## src/rtl/dct2_row_sched_pkg.sv

```systemverilog
// dct2_pkg: shared types for the DCT-II row scheduler.
//   size_t   - transform size code (SZ4, SZ8, SZ16, SZ32)
//   state_t  - scheduler FSM state (IDLE, RUN, DRAIN)
//   tag_t    - per-row tag {valid, last, size} carried through the pipeline
//   size_to_points - size code to number of transform points
package dct2_pkg;

    typedef enum logic [1:0] {
        SZ4  = 2'd0,
        SZ8  = 2'd1,
        SZ16 = 2'd2,
        SZ32 = 2'd3
    } size_t;

    typedef enum logic [1:0] {
        IDLE  = 2'd0,
        RUN   = 2'd1,
        DRAIN = 2'd2
    } state_t;

    typedef struct packed {
        logic  valid;
        logic  last;
        size_t size;
    } tag_t;

    function automatic logic [5:0] size_to_points(input size_t sz);
        return 6'd4 << sz;
    endfunction

endpackage

```

## src/rtl/dct2_row_sched_if.sv

```systemverilog
// dct2_row_sched_if: input row stream, datapath strobe, result stream and
// status of the DCT-II row scheduler.
//   slave  - scheduler side (dct2_row_sched)
//   master - source / downstream side (row producer, result FIFO)
// Parameter ROWS_W must match the scheduler instance.
interface dct2_row_sched_if #(
    parameter int unsigned ROWS_W = 5
);
    logic              in_valid;
    logic              in_ready;
    logic              in_sop;
    logic [1:0]        in_size;
    logic [ROWS_W-1:0] in_rows;
    logic              dp_en;
    logic [1:0]        dp_n;
    logic              out_valid;
    logic              out_last;
    logic [1:0]        out_size;
    logic              fifo_pop;
    logic              busy;
    logic              done;
    logic              err;

    modport slave (
        input  in_valid, in_sop, in_size, in_rows, fifo_pop,
        output in_ready, dp_en, dp_n, out_valid, out_last, out_size,
               busy, done, err
    );

    modport master (
        output in_valid, in_sop, in_size, in_rows, fifo_pop,
        input  in_ready, dp_en, dp_n, out_valid, out_last, out_size,
               busy, done, err
    );
endinterface

```

## src/rtl/dct2_row_sched_tag_pipe.sv

```systemverilog
// dct2_tag_pipe: DEPTH-stage shift register of row tags {valid, last, size}
// tracking rows in flight through the fixed-latency datapath.
//   clk, rst_n - clock, synchronous active-low clear
//   in_tag     - tag loaded into stage 0 every cycle
//   out_tag    - tag of the last stage
//   any_valid  - some stage holds a valid row
module dct2_tag_pipe
    import dct2_pkg::*;
#(
    parameter int unsigned DEPTH = 3
) (
    input  logic clk,
    input  logic rst_n,
    input  tag_t in_tag,
    output tag_t out_tag,
    output logic any_valid
);

    tag_t stage [DEPTH];

    always_ff @(posedge clk) begin
        if (!rst_n) begin
            for (int unsigned i = 0; i < DEPTH; i++) begin
                stage[i] <= '0;
            end
        end else begin
            stage[0] <= in_tag;
            for (int unsigned i = 1; i < DEPTH; i++) begin
                stage[i] <= stage[i-1];
            end
        end
    end

    assign out_tag = stage[DEPTH-1];

    always_comb begin
        any_valid = 1'b0;
        for (int unsigned i = 0; i < DEPTH; i++) begin
            any_valid = any_valid | stage[i].valid;
        end
    end

endmodule

```

## src/rtl/dct2_row_sched.sv

```systemverilog
// dct2_row_sched: row scheduler for the 1D DCT-II engine.
// Admits input rows against credits for the downstream result FIFO, strobes
// the datapath once per admitted row, and tracks rows in flight so that
// out_valid/out_last/out_size line up with the permuted result PIPE_LAT
// cycles after dp_en.
//   clk, rst_n - clock, synchronous active-low reset
//   bus        - dct2_row_sched_if.slave: in_* row stream, dp_en/dp_n
//                datapath control, out_* result tags, fifo_pop credit
//                return, busy/done/err status
// Optional (macro DCT2_ROW_SCHED_PERF_EN):
//   stall_cnt  - saturating count of cycles with in_valid & !in_ready
//   blk_cnt    - wrapping count of completed blocks
module dct2_row_sched
    import dct2_pkg::*;
#(
    parameter int unsigned PIPE_LAT = 3,
    parameter int unsigned CREDITS  = 4,
    parameter int unsigned ROWS_W   = 5
) (
    input  logic                clk,
    input  logic                rst_n,
    dct2_row_sched_if.slave     bus
`ifdef DCT2_ROW_SCHED_PERF_EN
    ,
    output logic [31:0]         stall_cnt,
    output logic [15:0]         blk_cnt
`endif
);

    localparam int unsigned     CW       = $clog2(CREDITS + 1);
    localparam logic [CW-1:0]   CRED_MAX = CW'(CREDITS);

    state_t            state;
    logic [CW-1:0]     credits;
    logic [ROWS_W-1:0] cnt;
    logic [ROWS_W-1:0] rows_q;
    size_t             size_q;
    logic              err_q;

    logic   in_ready;
    logic   admit;
    logic   sop_take;
    logic   discard;
    logic   take;
    logic   final_row;
    logic   pop_ok;
    logic   pop_bad;
    logic   blk_end;
    size_t  cur_size;
    tag_t   in_tag;
    tag_t   out_tag;
    logic   pipe_busy;

    always_comb begin
        in_ready  = ((state == IDLE) || (state == RUN)) && (credits != '0);
        admit     = bus.in_valid & in_ready;
        sop_take  = admit & (state == IDLE) & bus.in_sop;
        // A non-sop beat in IDLE is consumed but never reaches the datapath.
        discard   = admit & (state == IDLE) & ~bus.in_sop;
        take      = admit & ~discard;
        final_row = (state == IDLE) ? (bus.in_rows == '0)
                                    : (cnt == (rows_q - ROWS_W'(1)));
        // The sop row itself must already see its own size on dp_n.
        cur_size  = sop_take ? size_t'(bus.in_size) : size_q;
        pop_ok    = bus.fifo_pop & (credits != CRED_MAX);
        pop_bad   = bus.fifo_pop & (credits == CRED_MAX);
        blk_end   = (state == DRAIN) & out_tag.valid & out_tag.last;

        in_tag.valid = take;
        in_tag.last  = take & final_row;
        in_tag.size  = take ? cur_size : SZ4;
    end

    always_ff @(posedge clk) begin
        if (!rst_n) begin
            state   <= IDLE;
            credits <= CRED_MAX;
            cnt     <= '0;
            rows_q  <= '0;
            size_q  <= SZ4;
            err_q   <= 1'b0;
        end else begin
            case (state)
                IDLE: begin
                    if (sop_take) begin
                        size_q <= size_t'(bus.in_size);
                        rows_q <= bus.in_rows;
                        cnt    <= '0;
                        state  <= (bus.in_rows == '0) ? DRAIN : RUN;
                    end
                end
                RUN: begin
                    if (take) begin
                        cnt <= cnt + ROWS_W'(1);
                        if (final_row) begin
                            state <= DRAIN;
                        end
                    end
                end
                DRAIN: begin
                    if (blk_end) begin
                        state <= IDLE;
                    end
                end
                default: state <= IDLE;
            endcase

            if (take && !pop_ok) begin
                credits <= credits - CW'(1);
            end else if (!take && pop_ok) begin
                credits <= credits + CW'(1);
            end

            if (discard || pop_bad || (admit && (state == RUN) && bus.in_sop)) begin
                err_q <= 1'b1;
            end
        end
    end

    dct2_tag_pipe #(
        .DEPTH (PIPE_LAT)
    ) u_tag_pipe (
        .clk       (clk),
        .rst_n     (rst_n),
        .in_tag    (in_tag),
        .out_tag   (out_tag),
        .any_valid (pipe_busy)
    );

    assign bus.in_ready  = in_ready;
    assign bus.dp_en     = take;
    assign bus.dp_n      = cur_size;
    assign bus.out_valid = out_tag.valid;
    assign bus.out_last  = out_tag.last;
    assign bus.out_size  = out_tag.size;
    assign bus.busy      = (state != IDLE) | pipe_busy;
    assign bus.done      = blk_end;
    assign bus.err       = err_q;

`ifdef DCT2_ROW_SCHED_PERF_EN
    always_ff @(posedge clk) begin
        if (!rst_n) begin
            stall_cnt <= '0;
            blk_cnt   <= '0;
        end else begin
            if (bus.in_valid && !in_ready && (stall_cnt != '1)) begin
                stall_cnt <= stall_cnt + 32'd1;
            end
            if (blk_end) begin
                blk_cnt <= blk_cnt + 16'd1;
            end
        end
    end
`endif

endmodule
```

## src/flat_wrapper.sv

```systemverilog
// flat-port wrapper written by rule: the top's interface ports become plain ports
module dct2_row_sched_flat import dct2_pkg::*;
#(
    parameter int unsigned PIPE_LAT = 3,
    parameter int unsigned CREDITS  = 4,
    parameter int unsigned ROWS_W   = 5
)
  (clk, rst_n, bus_in_valid, bus_in_sop, bus_in_size, bus_in_rows, bus_fifo_pop, bus_in_ready, bus_dp_en, bus_dp_n, bus_out_valid, bus_out_last, bus_out_size, bus_busy, bus_done, bus_err);
  dct2_row_sched_if #(.ROWS_W(ROWS_W)) bus_i ();
  input  logic clk;
  input  logic rst_n;
  input wire logic [$bits(bus_i.in_valid)-1:0] bus_in_valid;
  input wire logic [$bits(bus_i.in_sop)-1:0] bus_in_sop;
  input wire logic [$bits(bus_i.in_size)-1:0] bus_in_size;
  input wire logic [$bits(bus_i.in_rows)-1:0] bus_in_rows;
  input wire logic [$bits(bus_i.fifo_pop)-1:0] bus_fifo_pop;
  output wire logic [$bits(bus_i.in_ready)-1:0] bus_in_ready;
  output wire logic [$bits(bus_i.dp_en)-1:0] bus_dp_en;
  output wire logic [$bits(bus_i.dp_n)-1:0] bus_dp_n;
  output wire logic [$bits(bus_i.out_valid)-1:0] bus_out_valid;
  output wire logic [$bits(bus_i.out_last)-1:0] bus_out_last;
  output wire logic [$bits(bus_i.out_size)-1:0] bus_out_size;
  output wire logic [$bits(bus_i.busy)-1:0] bus_busy;
  output wire logic [$bits(bus_i.done)-1:0] bus_done;
  output wire logic [$bits(bus_i.err)-1:0] bus_err;
  assign bus_i.in_valid = bus_in_valid;
  assign bus_i.in_sop = bus_in_sop;
  assign bus_i.in_size = bus_in_size;
  assign bus_i.in_rows = bus_in_rows;
  assign bus_i.fifo_pop = bus_fifo_pop;
  assign bus_in_ready = bus_i.in_ready;
  assign bus_dp_en = bus_i.dp_en;
  assign bus_dp_n = bus_i.dp_n;
  assign bus_out_valid = bus_i.out_valid;
  assign bus_out_last = bus_i.out_last;
  assign bus_out_size = bus_i.out_size;
  assign bus_busy = bus_i.busy;
  assign bus_done = bus_i.done;
  assign bus_err = bus_i.err;
  dct2_row_sched #(.PIPE_LAT(PIPE_LAT), .CREDITS(CREDITS), .ROWS_W(ROWS_W)) u_core (.clk(clk), .rst_n(rst_n), .bus(bus_i));
endmodule
```

## config.mk

```make
export PLATFORM = sky130hd
export DESIGN_NAME = dct2_row_sched_flat
export DESIGN_NICKNAME = d
export VERILOG_FILES = /design/src/rtl/dct2_row_sched_pkg.sv /design/src/rtl/dct2_row_sched_if.sv /design/src/rtl/dct2_row_sched_tag_pipe.sv /design/src/rtl/dct2_row_sched.sv /design/src/flat_wrapper.sv
export SDC_FILE = /design/constraint.sdc
export NUM_CORES = 1
export LEC_CHECK = 0
export CAP_MARGIN = 40
export CORE_UTILIZATION = 35
export DETAILED_ROUTE_END_ITERATION = 8
export GPL_TIMING_DRIVEN = 0
export HOLD_SLACK_MARGIN = 0.1
export SETUP_SLACK_MARGIN = 0.15
export SYNTH_ARGS = -nofsm -noshare
export SYNTH_HDL_FRONTEND = slang
export SYNTH_SLANG_ARGS = --single-unit
```

## constraint.sdc

```tcl
create_clock -name clk -period 4.26 [get_ports clk]
set_clock_uncertainty 0.15 [all_clocks]
set_input_delay 0.852 -clock clk [delete_from_list [all_inputs] [get_ports clk]]
set_output_delay 0.852 -clock clk [all_outputs]
set_load 0.05 [all_outputs]
```

-- Word-level counts from Yosys, hierarchy flattened
Memories as Yosys holds them, arrays and structs flattened.
Index checks and enable logic that the tools add are counted.
- memories: 1
- input bits: 12
- register bits: 18
- logic and storage cells: 76
- memory bits (writable): 12
- output and inout bits: 11
- bitwise operators: 18
- multiplexer cells: 19
- equality and inequality tests: 9
- add/sub/neg operators: 4
- reduce and logical (&&, ||, !) cells: 19
- memories (name ; depth ; bits a word ; read ports ; clocked after memory_dff ; wr ports ; line ; source):
    u_core.u_tag_pipe.stage ; 3 ; 4 ; 3 ; 0 ; 3 ; dct2_row_sched_tag_pipe.sv:19 ; tag_t stage [DEPTH];
- operators by type and width (kind ; number):
    2-bit 2-to-1 mux ; 7
    4-bit 2-to-1 mux ; 3
    1-bit bitwise AND ; 10
    5-bit 2-to-1 mux ; 2
    5-bit case mux with 2 select lines ; 1
    3-bit 2-to-1 mux ; 2
    2-bit by 1-bit != test with 1-bit output (second input constant) ; 3
    1-bit bitwise OR ; 6
    2-bit case mux with 3 select lines ; 1
    2-bit nonzero test ; 3
    5-bit by 1-bit adder with 5-bit output (second input constant) ; 1
    5-bit == test ; 1
    1-bit logical AND ; 5
    5-bit zero test ; 1
    5-bit by 1-bit subtractor with 5-bit output (second input constant) ; 1
    4-bit AND reduction ; 1
    3-bit by 1-bit adder with 3-bit output (second input constant) ; 1
    3-bit == test (second input constant) ; 1
    1-bit logical OR ; 3
    1-bit 2-to-1 mux ; 3
    3-bit != test (second input constant) ; 1
    3-bit AND reduction ; 1
    3-bit nonzero test ; 1
    3-bit by 1-bit subtractor with 3-bit output (second input constant) ; 1
    other kinds (7) ; 9

-- Longest topological paths before layout
- depth in word-level cells: 12
- mapped depth: 9
- gate-level depth less buffers: 9

-- By module
Synthesis repeated with hierarchy kept, for this count alone.
- cell total of the unflattened synthesis: 146
- area, all modules: 1390.1 um2
- modules (own cells, without submodules) (module ; cells each ; seq. area each (um2) ; times used ; area an instance (um2)):
    dct2_row_sched ; 116 ; 360.3 ; 1 ; 1032.2
    dct2_tag_pipe ; 30 ; 240.2 ; 1 ; 357.8

-- Worst setup path after synthesis
OpenSTA, ideal clock, no wires.
- path type: input port to flip-flop
- start: in bus_in_sop
- end: reg u_core.credits[2]
- path buffers: 0
- data required time: 4.048 ns
- data arrival time: 2.970 ns
- path slack: 1.078 ns
- cell stages on the path: 8
- library setup time: 0.062 ns
- path through: nor2_1 -> nor4b_4 -> ha_1 -> inv_1 -> fa_1 -> xor2_1 -> or3_1 -> nand3_1
- longest elaborated chain between the ends: 7
- elaborated cells on any way between the ends: 9
- those cells by class: mux (1); bitwise (4); reduce/logical (4)
- ends and longest elaborated chain (item ; line ; source):
    start: declaration ; flat_wrapper.sv:13 ; input wire logic [$bits(bus_i.in_sop)-1:0] bus_in_sop;
    1-bit NOT (*) ; dct2_row_sched.sv:59 ; discard = admit & (state == IDLE) & ~bus.in_sop;
    1-bit bitwise AND (*) ; dct2_row_sched.sv:59 ;
    1-bit NOT (*) ; dct2_row_sched.sv:60 ; take = admit & ~discard;
    1-bit bitwise AND (*) ; dct2_row_sched.sv:60 ;
    net bus_dp_en ; flat_wrapper.sv:18 ; output wire logic [$bits(bus_i.dp_en)-1:0] bus_dp_en;
    1-bit zero test ; dct2_row_sched.sv:110 ; end else if (!take && pop_ok) begin
    1-bit logical AND ; dct2_row_sched.sv:110 ;
    2-bit nonzero test (no source line) ; - ;
    end signal: assignment ; dct2_row_sched.sv:109 ; credits <= credits - CW'(1);
    end signal: assignment ; dct2_row_sched.sv:111 ; credits <= credits + CW'(1);
    end: declaration ; dct2_row_sched.sv:34 ; logic [CW-1:0] credits;
Mark *: on every way through the listed nets, which the timed path passes. The rest lies on a longest branch.
A chain may end at the register's enable or synchronous reset.

-- Worst setup path in the final report
- start: in bus_in_sop
- end: out bus_dp_en
- longest elaborated chain between the ends: 4
- ends and longest elaborated chain (item ; line):
    1-bit NOT ; dct2_row_sched.sv:59
    1-bit bitwise AND ; dct2_row_sched.sv:59
    1-bit NOT ; dct2_row_sched.sv:60
    1-bit bitwise AND ; dct2_row_sched.sv:60
    end: declaration ; flat_wrapper.sv:18
Every way passes these cells.

==> flow_summary_export.csv <==
group,metric,value,unit
yosys,async_flop_share,0,
worst_setup_path,worst-setup-path-type,"input port to output port",
sta,hold_viol,0,
yosys,seq_area_frac_synth,0.4444,
cts,clk_pin_slew,0.06,ns
cells_and_area,multiInputGateArea,670.6,um2
cts,tritoncts,"yes",
global_routing,grt_pass1_wl,4526,um
global_routing,overflow,0,
cts,insertion_delay,0.28,ns
cells_and_area,finish.net_count,191,
detailed_routing,postRouteAntennaNets,0,
min_path,holdPathStages,1,
yosys,synth_seq_cells,30,
die,core-area,0.003689,mm2
cts,cts_buffers,5,
place,portBuffers,22,
detailed_routing,dr_total_vias,1061,
detailed_routing,dr.pass1.iters,4,
detailed_routing,finalWirelength,2614,um
yosys,synth_area,0.001351,mm2
worst_setup_path,cp-end-kind,"output port",
die,dieArea,0.004113,mm2
worst_setup_path,cp_max_fo,9,
detailed_routing,drc,0,
min_path,holdPathEnd,"u_core.u_tag_pipe.stage[0][10]$_SDFF_PN0_",
cells_and_area,n_antenna_cell,0,
job,maxCapViolations,0,
die,initial_core_util,0.3664,
cells_and_area,num-fill-cells,379,
sta,rsz0062_at_grt,"no",
detailed_routing,drt_iter0_markers,25,
cells_and_area,seqCellArea,600.6,um2
place,hpwl,1963,um
global_routing,grtUsageTotal,0.1474,
min_path,hold_path.startpoint,"u_core.u_tag_pipe.stage[0][6]$_SDFF_PN0_",
sta,final.min_clock_period,3.871,ns
cts,postCtsSetupBuffers,0,
die,fp.dieW,64.14,um
worst_setup_path,r2r_setup_slack,1.70,ns
worst_setup_path,worstPathRequired,3.26,ns
worst_setup_path,timing.rr.end,"u_core.credits[2]$_SDFFE_PN1P_",
die,rows,22,
sta,fin_tns_setup,0,ns
cts,cts.path.max_buffers,2,
sta,worst_pin_slew,0.5294,ns
cts,postCtsHoldBufs,0,
yosys,synthFlopType,"dfxtp_1",
yosys,synth_edf_count,0,
yosys,yosys.cell_types.count,36,
power_and_ir_drop,irDropWorstVdd,0.2876,mV
place,finalWeightedCongestion,0.7905,
die,num_io_pins,23,
cts,cts-root-buf,"clkbuf_8",
global_routing,antenna_found_initial,0,
worst_setup_path,worstPathArrival,2.87,ns
yosys,synthCells,146,
detailed_routing,vias_per_cell,4.737,
min_path,min_path_type,"flip-flop to flip-flop",
global_routing,grt_pass1_vias,1001,
sta,finalMaxSlewViolations,0,
cells_and_area,utilization,0.4681,
sta,fin_crit_sh,0.9086,
die,fp.dieH,64.14,um
cells_and_area,drive_above_1_share,0.09091,
yosys,synth.avg_cell_area,9.255,um2
detailed_routing,post_drt_wl_per_cell,11.67,um
global_routing,grt_max_degree,11,
cells_and_area,syn2layout_area_growth,27.78,%
sta,finalSetupViolCount,0,
sta,clock.fmax,258.3,MHz
outcome,status,"complete, no violations",
sta,relSlewSlack,0.6456,
power_and_ir_drop,p_per_area,499.8,mW/mm2
cts,post_cts_resized,0,
worst_setup_path,start_kind,"input port",
cts,cts_sinks,30,
yosys,yosysWarnings,0,
yosys,synth_fp_nets,162,
worst_setup_path,reg2reg_from,"u_core.state[0]$_SDFFE_PN0P_",
power_and_ir_drop,leakage,0.6747,nW
cts,htreeDepth,2,
worst_setup_path,r2r_cells,8,
[synthesized netlist by cell type, types with 3 or more instances]
library cell   n  share of area
dfxtp_1       30           0.44
nor2_1        22          0.061
inv_1         11          0.031
and2_1         9          0.042
mux2i_1        8          0.059
nand2_1        8          0.022
xnor2_1        6          0.039
xor2_1         6          0.039
nand3_1        5          0.019
a21oi_1        4          0.015
ha_1           3          0.028
o21ai_0        3          0.011
[sequential cells by signal, summed over array words and instances (netlist names)]
signal,flops
u_core.u_tag_pipe.stage,12
u_core.cnt,5
u_core.rows_q,5
u_core.credits,3
u_core.size_q,2
u_core.state,2
u_core.bus.err,1
[cell families (layout without fill, tap and decap cells)]
group,after synthesis,in the layout,share of synthesized area
simple gates,61,61,0.2509
flops,30,30,0.4444
buf+inv,17,47,0.05925
compound gates,14,14,0.06575
xor+xnor,12,12,0.07778
mux,8,8,0.05926
fa+ha+maj,4,4,0.04260
[metal layers]
| layer | part of all wire | track usage | vias to the layer above |
|---|---|---|---|
| met3 | 0.052 | 0.05357 | 5 |
| met4 | 0.020 | 0.06667 | 0 |
| met1 | 0.49 | 0.1914 | 483 |
| met2 | 0.44 | 0.2168 | 27 |
| met5 | 0 | 0 | - |
| li1 | - | - | 546 |
[power by group]
group | switching, mW | internal, mW
sequential | 0.0311 | 0.310
combinational | 0.168 | 0.119
clock | 0.105 | 0.130
[worst max-delay path: stages]
cell,delay [ns]
clkdlybuf4s50_1,0.51
nor2_1,0.10
nor4b_4,0.49
clkdlybuf4s50_1,0.91
[cell type report]
cell class	instances	area share
Multi-Input combinational cell	99	0.3884
Buffer	6	0.02246
Sequential cell	30	0.3478
Clock inverter	2	0.007246
Clock buffer	6	0.04783
Inverter	11	0.02391
Timing Repair Buffer	22	0.1275
Tap cell	48	0.03478
[stage by stage]
step	hold slack, ns	cells	total power, mW	area, um2	setup WS [ns]
4_1_cts	0.2864	224	0.8716	1727	0.3670
5_1_grt	0.2971	224	0.9158	1727	0.2839
6_report	0.2827	224	0.8630	1727	0.3892
3_5_place_dp	0.2712	216	0.6345	1632	0.3751
3_3_place_gp	0.2643	216	0.6258	1632	0.3963
2_1_floorplan	0.2619	146	0.5555	1351	1.078
[how the worst max path moves through the flow]
stage	start	cells past startpoint	end
detailed placement	bus_in_sop	4	bus_dp_en
CTS	bus_in_sop	4	bus_dp_en
floorplan	bus_in_sop	8	u_core.credits[2]$_SDFFE_PN1P_
global placement	bus_in_sop	4	bus_dp_en
global route	bus_in_sop	4	bus_dp_en
finish	bus_in_sop	4	bus_dp_en
[cell usage in the layout (no fill, tap or decap), types with 2 or more instances in the layout]
cell type and count:
nor2_1 22, dfxtp_1 30, ha_1 3, nand3_1 5, mux2i_1 8, inv_1 11
buf_4 2, nor3b_1 2, a21oi_1 4, nor4_1 2, clkbuf_1 2, or3_1 2
and2_1 9, xnor2_1 6, o21ai_0 3, nand4_1 2, nor3_2 2, xor2_1 6
clkbuf_8 6, clkdlybuf4s50_1 22, nand2_1 8
Note: power is estimated with default switching activity, not from simulation.
